### src/rtl/ysyx_041461_mem_lsu.sv
// MEM-stage load/store unit: runs one data-bus access per held MEM instruction
// and returns aligned, extended load data with a one-cycle done pulse.
module ysyx_041461_mem_lsu (
  input  logic        clk,
  input  logic        rst,
  input  logic        lsu_valid_in,
  input  logic [3:0]  lsu_MEM_ctrl_in,
  input  logic [63:0] lsu_addr_in,
  input  logic [63:0] lsu_wdata_in,
  output logic        mem_stall,
  output logic        lsu_done,
  output logic [63:0] lsu_rdata,
  output logic        lsu_misalign,
  output logic        dbus_req_valid,
  input  logic        dbus_req_ready,
  output logic [63:0] dbus_req_addr,
  output logic        dbus_req_wen,
  output logic [63:0] dbus_req_wdata,
  output logic [7:0]  dbus_req_wmask,
  input  logic        dbus_resp_valid,
  input  logic [63:0] dbus_resp_rdata
);

  typedef enum logic [1:0] {S_IDLE, S_REQ, S_WAIT, S_DONE} state_t;

  state_t      state, state_nxt;
  logic [3:0]  op_q;
  logic [63:0] addr_q, wdata_q, rdata_q;
  logic        misalign_q;

  // log2 of access size in bytes; only meaningful for codes 1..11
  function automatic logic [1:0] size_lg(input logic [3:0] op);
    case (op)
      4'd1, 4'd5, 4'd8: size_lg = 2'd0;
      4'd2, 4'd6, 4'd9: size_lg = 2'd1;
      4'd3, 4'd7, 4'd10: size_lg = 2'd2;
      default: size_lg = 2'd3;
    endcase
  endfunction

  logic       is_mem_op, mis_in;
  logic [1:0] lg_in, lg_q;

  assign is_mem_op = lsu_valid_in && (lsu_MEM_ctrl_in >= 4'd1) && (lsu_MEM_ctrl_in <= 4'd11);
  assign lg_in     = size_lg(lsu_MEM_ctrl_in);
  assign lg_q      = size_lg(op_q);

  always_comb begin
    mis_in = 1'b0;
    case (lg_in)
      2'd1: mis_in = lsu_addr_in[0];
      2'd2: mis_in = |lsu_addr_in[1:0];
      2'd3: mis_in = |lsu_addr_in[2:0];
      default: mis_in = 1'b0;
    endcase
  end

  always_comb begin
    state_nxt = state;
    case (state)
      S_IDLE: if (is_mem_op) state_nxt = mis_in ? S_DONE : S_REQ;
      S_REQ:  if (dbus_req_ready) state_nxt = S_WAIT;
      S_WAIT: if (dbus_resp_valid) state_nxt = S_DONE;
      S_DONE: state_nxt = S_IDLE;
      default: state_nxt = S_IDLE;
    endcase
  end

  logic [63:0] raw, load_ext;
  assign raw = dbus_resp_rdata >> {addr_q[2:0], 3'b000};

  always_comb begin
    load_ext = '0;
    case (op_q)
      4'd1: load_ext = {{56{raw[7]}},  raw[7:0]};
      4'd2: load_ext = {{48{raw[15]}}, raw[15:0]};
      4'd3: load_ext = {{32{raw[31]}}, raw[31:0]};
      4'd4: load_ext = raw;
      4'd5: load_ext = {56'd0, raw[7:0]};
      4'd6: load_ext = {48'd0, raw[15:0]};
      4'd7: load_ext = {32'd0, raw[31:0]};
      default: load_ext = '0;
    endcase
  end

  always_ff @(posedge clk) begin
    if (rst) begin
      state      <= S_IDLE;
      op_q       <= '0;
      addr_q     <= '0;
      wdata_q    <= '0;
      rdata_q    <= '0;
      misalign_q <= 1'b0;
    end else begin
      state <= state_nxt;
      case (state)
        S_IDLE: if (is_mem_op) begin
          if (mis_in) begin
            misalign_q <= 1'b1;
            rdata_q    <= '0;
          end else begin
            op_q    <= lsu_MEM_ctrl_in;
            addr_q  <= lsu_addr_in;
            wdata_q <= lsu_wdata_in;
          end
        end
        S_WAIT: if (dbus_resp_valid) rdata_q <= load_ext;
        // results are only meaningful with lsu_done, so clear them on exit
        S_DONE: begin
          rdata_q    <= '0;
          misalign_q <= 1'b0;
        end
        default: ;
      endcase
    end
  end

  logic in_req, is_store;
  logic [7:0] base_mask;
  assign in_req   = (state == S_REQ);
  assign is_store = op_q[3];

  always_comb begin
    base_mask = 8'h00;
    case (lg_q)
      2'd0: base_mask = 8'h01;
      2'd1: base_mask = 8'h03;
      2'd2: base_mask = 8'h0F;
      default: base_mask = 8'hFF;
    endcase
  end

  assign dbus_req_valid = in_req;
  assign dbus_req_addr  = in_req ? {addr_q[63:3], 3'b000} : '0;
  assign dbus_req_wen   = in_req && is_store;
  assign dbus_req_wdata = (in_req && is_store) ? (wdata_q << {addr_q[2:0], 3'b000}) : '0;
  assign dbus_req_wmask = (in_req && is_store) ? (base_mask << addr_q[2:0]) : 8'h00;

  assign mem_stall    = (state == S_REQ) || (state == S_WAIT) || ((state == S_IDLE) && is_mem_op);
  assign lsu_done     = (state == S_DONE);
  assign lsu_rdata    = rdata_q;
  assign lsu_misalign = misalign_q;

endmodule
### config.mk
export PLATFORM = sky130hd
export DESIGN_NAME = ysyx_041461_mem_lsu
export DESIGN_NICKNAME = d
export VERILOG_FILES = /design/src/rtl/ysyx_041461_mem_lsu.sv
export SDC_FILE = /design/constraint.sdc
export NUM_CORES = 1
export LEC_CHECK = 0
export CORE_MARGIN = 5
export CORE_UTILIZATION = 46
export DETAILED_ROUTE_END_ITERATION = 10
export PLACE_DENSITY = 0.9
export SYNTH_ARGS = -nofsm -noshare
export SYNTH_HDL_FRONTEND = slang
export SYNTH_SLANG_ARGS = --single-unit
### constraint.sdc
create_clock -name clk -period 2.4 [get_ports clk]
set_clock_uncertainty 0.05 [all_clocks]
set_input_delay 0.24 -clock clk [delete_from_list [all_inputs] [get_ports clk]]
set_output_delay 0.24 -clock clk [all_outputs]
set_load 0.01 [all_outputs]
### Word-level counts from Yosys, hierarchy flattened

Memories as Yosys holds them, arrays and structs flattened. A register that Yosys moved wholly into a read port is not among the register bits.
Index checks and enable logic that the tools add are counted.

| word-level totals | value |
|---|---|
| flip-flop bits (word level) | 199 |
| bits in read-only memories | 64 |
| input port bits | 201 |
| output and inout port bits | 205 |
| word-level logic and storage cells | 69 |
| memories kept | 2 |

| operators by class | value |
|---|---|
| magnitude comparators | 2 |
| eq/ne operators | 19 |
| shifts and indexed selects | 3 |
| mux-type cells | 20 |
| bitwise operators | 1 |
| reductions and logical operators | 16 |

Memories:

| memory | words | width | read ports | clocked after Yosys merged registers in | wr ports | RTL line | source |
|---|---|---|---|---|---|---|---|
| (no name shown) | 16 | 2 | 1 | 1 | 0 | 33 | `case (op)` |
| (no name shown) | 16 | 2 | 1 | 0 | 0 | 33 |  |

Operators with widths:

| operator | count |
|---|---|
| 64-bit case mux with 7 select lines | 1 |
| 64-bit two-way mux | 5 |
| 64-bit case mux with 3 select lines | 1 |
| 64-bit by 6-bit left shift with 64-bit output | 1 |
| 64-bit by 6-bit right shift with 64-bit output | 1 |
| 8-bit case mux with 3 select lines | 1 |
| 4-bit by 3-bit == test with 1-bit output (second input constant) | 4 |
| 2-bit == test (second input constant) | 5 |
| 3-bit AND reduction | 3 |
| 4-bit by 2-bit == test with 1-bit output (second input constant) | 2 |
| 2-bit two-way mux | 4 |
| 4-bit two-way mux | 2 |
| 8-bit two-way mux | 1 |
| 2-bit inequality test (second input constant) | 4 |
| 2-bit case mux with 4 select lines | 1 |
| 8-bit by 3-bit left shift with 8-bit output | 1 |
| 2-bit by 1-bit == test with 1-bit output (second input constant) | 3 |
| 4-bit by 1-bit == test with 1-bit output (second input constant) | 1 |
| 4-bit by 1-bit greater-or-equal comparator with 1-bit output (second input constant) | 1 |
| 4-bit less-or-equal comparator (second input constant) | 1 |
| 1-bit logical AND | 4 |
| 2-bit logical NOT | 2 |
| 4-bit AND reduction | 1 |
| 1-bit case mux with 3 select lines | 1 |
| 8 further kinds | 10 |

### Logic depth before layout (Yosys ltp)

Gate-level depths: netlist (run 1).
An unclocked memory read counts as a cell.

| depth | value |
|---|---|
| depth in word-level cells | 7 |
| gate-level depth with buffers | 11 |

### Worst setup path before layout (run 1)

Ideal clock, no wire load.

| timing path | value |
|---|---|
| path type | register to output |
| from | register addr_q[0] |
| to | output port dbus_req_wmask[7] |
| arrival time | 2.111 ns |
| required time | 2.110 ns |
| path slack | -0.001 ns |
| cell stages (with the launch flop) | 10 |
| path buffers | 5 |
| path through | dfxtp_1 buf_2 buf_2 buf_1 buf_2 clkbuf_1 nor2_1 nor2_1 nor2_1 nor3_1 |

| on the way | value |
|---|---|
| word-level cells in the longest chain between the ends | 2 |

Ends and longest elaborated chain:

| what | RTL line | source |
|---|---|---|
| start, declared | 28 | `logic [63:0] addr_q, wdata_q, rdata_q;` |
| start signal, assigned | 103 | `addr_q <= lsu_addr_in;` |
| 8-bit by 3-bit left shift with 8-bit output | 137 | `assign dbus_req_wmask = (in_req && is_store) ? (base_mask << addr_q[2:0]) : 8'h00;` |
| 8-bit two-way mux | 137 |  |
| end, declared | 19 | `output logic [7:0] dbus_req_wmask,` |

Every way passes these cells.

### Worst setup path in the final report (run 1)

| timing path | value |
|---|---|
| from | register state[1] |
| to | output port dbus_req_wdata[10] |

| on the way | value |
|---|---|
| word-level cells in the longest chain between the ends | 3 |

Ends and longest elaborated chain:

| what | RTL line | source |
|---|---|---|
| start, declared | 26 | `state_t state, state_nxt;` |
| start signal, assigned | 95 | `state <= state_nxt;` |
| 2-bit by 1-bit == test with 1-bit output | 120 | `assign in_req = (state == S_REQ);` |
| 1-bit logical AND | 136 | `assign dbus_req_wdata = (in_req && is_store) ? (wdata_q << {addr_q[2:0], 3'b000}) : '0;` |
| 64-bit two-way mux | 136 |  |
| end, declared | 18 | `output logic [63:0] dbus_req_wdata,` |

Every way passes these cells.

==> summary.txt, run 1 <==
FF-to-FF Start = addr_q[0]$_SDFFE_PP0P_
P_leak = 7.657 nW
number of global-route vias before repair = 12270
Worst EP arrival = 2200 ps
Fmax = 0.4012 GHz
pin count of the biggest net entering global routing = 79
area growth from synthesis to layout = 57.11%
Reg2Reg Capture Point = lsu_rdata[44]$_SDFFE_PP0P_
Row Count = 57
Fillers = 1752
Die X = 167.1 microns
Antenna Violating Nets Remaining = 0
WL final = 46.36 mm
Worst Setup End Kind = primary output
Mapped Cells = 1378
port bufs = 402
sequential fraction of the synthesis area = 0.3546
highest-delay cell along the critical path = clkdlybuf4s50_1
fin util = 0.7331
Die ar. = 27910 sq um
ys async rst share = 0
CTS tree = done
slew margin rel. = 0.4235
Setup Crit Path Kind = flop to primary output
Yosys cell types = 57
Clock transition at path regs = 60 ps
Final GP Congestion = 0.9737
gr usage total = 0.3058
min cycle time layout = 2492 ps
number of buffers created by CTS = 24
first drt pass iteration count = 5
maxcap violations = 0
CTS Sinks = 201
share of cells above drive strength 1 = 0.1877
drt drc = 0
final net count = 2014
R2R depth = 8
Final Max Tran Viols = 0
hold path depth = 4
Top FF cell, synth = dfxtp_1
outcome = finished, violations left
CP startpoint kind = flop
final std cells w/o fill = 2152
GRT overflow = 0
slowest stage delay, CP = 560 ps
worst path bufs/invs = 2
hold endpoint = op_q[1]$_SDFFE_PP0P_
number of synthesized flops with an enable pin = 0
first-pass GRT wire length = 69.21 mm
H-tree depth = 1
failing checks = negative setup slack
RSZ-0062 raised after global routing = yes
Hold Path Class = primary input to flop
Via density = 5.814
Root Driver = clkbuf_16
PnR Total Power = 0.01073 W
WL per Instance = 21.54 microns
Power Density = 601.9 nW/um^2
Slew @ Worst Pin = 864.7 ps
Tcrit/Tclk final = 1.039
critical path's top delay family = buffers and inverters
hold path start = lsu_MEM_ctrl_in[1]
CP required = 2110 ps
1st-iter DRT viols = 1422
pre-CTS setup slack = -657.4 ps
initial antenna violation count = 6
CTS max path bufs = 3
Post-DP HPWL = 33.02 mm
Core ar. = 24320 sq um
detailed-route via count = 12510
chip height = 167.1 microns
final setup vio count = 13
effective utilization at floorplan = 0.4666
hold_ws = 147.9 ps
Syn. warnings = 0
Hold Vio Cnt, Final = 0
dpl cells = 2055
final setup margin = -92.41 ps
post-synthesis register bit count = 201
Clock Latency Late Sink = 510 ps
worst vdd ir = 0.0005370 V
mean post-synth cell area = 8.235 sq um
# hold bufs at CTS = 0
critical path cell sequence = inv_2, ha_4, nand2_4, nor2_4, nand2_4, nor2_4, clkdlybuf4s50_1
Crit Path Max Fanout = 9
Worst R2R Setup Slack = 80 ps
Ports = 406
Post-Syn Area = 11350 sq um
-- metal layers --
| metal | track usage | up-vias | wire, microns |
|---|---|---|---|
| li1 | - | 5696 | - |
| met3 | 0.08367 | 123 | 5626 |
| met5 | 0 | - | 19 |
| met2 | 0.5069 | 834 | 21800 |
| met4 | 0.1096 | 2 | 1756 |
| met1 | 0.3835 | 5857 | 17150 |
-- kinds of logic (layout without fill, tap and decap cells) --
group,after synthesis,in the layout,share of synthesized area
buf+inv,149,591,0.05899
mux,148,148,0.1762
flops,201,201,0.3546
other cells,1,9,0.0003304
simple gates,514,514,0.1985
fa+ha+maj,9,9,0.009923
compound gates,354,354,0.2000
xor+xnor,2,2,0.001544
-- sequential cells by signal (all words and copies together) (netlist names) --
| signal | cells |
|---|---|
| addr_q | 64 |
| lsu_rdata | 64 |
| wdata_q | 64 |
| op_q | 4 |
| lg_q | 2 |
| state | 2 |
| lsu_misalign | 1 |
-- repair_timing --
action,4_1_cts,5_1_grt
pin swaps,10,21
resized for setup,235,140
endpoints found under the setup margin,170,159
gates cloned,5,2
setup buffers,28,15
-- through the flow --
step	area (sq um)	setup TNS (ps)
2_1_floorplan	11360	0
3_3_place_gp	16050	-90970
3_5_place_dp	16050	-95800
4_1_cts	17440	-1378
5_1_grt	17830	-1606
6_report	17830	-584.1
-- cells in the mapped netlist, types with 9 or more instances --
| cell type | instances | area (sq um) |
|---|---|---|
| mux2i_1 | 85 | 850.8 |
| and3_1 | 11 | 68.82 |
| inv_1 | 17 | 63.81 |
| a22o_1 | 16 | 140.1 |
| buf_1 | 12 | 45.04 |
| a211oi_1 | 14 | 105.1 |
| a22oi_1 | 9 | 67.56 |
| and2_1 | 77 | 481.7 |
| nor2_1 | 94 | 352.8 |
| a221o_1 | 32 | 320.3 |
| clkbuf_1 | 71 | 266.5 |
| mux2_2 | 24 | 270.3 |
| dfxtp_1 | 201 | 4024 |
| o21ai_0 | 38 | 190.2 |
| o22ai_1 | 11 | 68.82 |
| ha_1 | 9 | 112.6 |
| nand2_1 | 295 | 1107 |
| a21oi_1 | 192 | 960.9 |
| mux4_2 | 39 | 878.3 |
| o2bb2ai_1 | 25 | 219.0 |
| buf_2 | 37 | 185.2 |
-- layout make-up --
type,instances,area [sq um],area share
diodes,6,15.01,0.0008421
clock buffers,33,718.2,0.04028
clock inverters,11,166.4,0.009333
inverters,18,71.32,0.004000
multi-input cells,1030,6969,0.3909
flip-flops and latches,201,4038,0.2265
well taps,324,405.4,0.02274
repair buffers,529,5446,0.3055
-- report_power, final --
| part | switching (W) | internal [W] |
|---|---|---|
| logic | 0.00160 | 0.00143 |
| registers | 0.000174 | 0.00350 |
| clock network | 0.00151 | 0.00253 |
| total | 0.00328 | 0.00745 |
-- worst max-delay path by stage --
stage | startpoint | endpoint | slack [ps] | cells after the start
2_1_floorplan | addr_q[1]$_SDFFE_PP0P_ | dbus_req_wmask[2] | 40 | 7
6_report | state[1]$_SDFFE_PP0P_ | dbus_req_wdata[10] | -90 | 7
4_1_cts | addr_q[0]$_SDFFE_PP0P_ | dbus_req_wdata[20] | -190 | 7
3_3_place_gp | lsu_MEM_ctrl_in[0] | lsu_rdata[50]$_SDFFE_PP0P_ | -560 | 9
3_5_place_dp | lsu_MEM_ctrl_in[0] | lsu_rdata[54]$_SDFFE_PP0P_ | -660 | 9
5_1_grt | addr_q[0]$_SDFFE_PP0P_ | dbus_req_wdata[55] | -150 | 7
-- tightest hold or removal path: cells and delay by family --
kind	cells	cell delay (ps)
buf+inv	2	310
compound gates	1	50
simple gates	1	50
-- cells in the final DEF, fill, tap and decap left out, types with 28 or more instances in the layout --
cell type and n:
mux4_2 39, mux2i_1 77, dlymetal6s2s_1 64, a221o_1 32, a21oi_1 186, buf_12 28, buf_4 75, buf_2 31
and2_1 77, clkbuf_16 28, nor2_1 79, o21ai_0 32, dfxtp_1 196, nand2_1 292, clkdlybuf4s50_1 266
No activity file was read; power rests on OpenSTA's default activity.
==> run 2, diff against run 1 <==
Settings changed: CTS_CLUSTER_SIZE from default to 24.
==> results of run 2 <==
No change in the layout: final DEF, timing and power equal those of run 1.
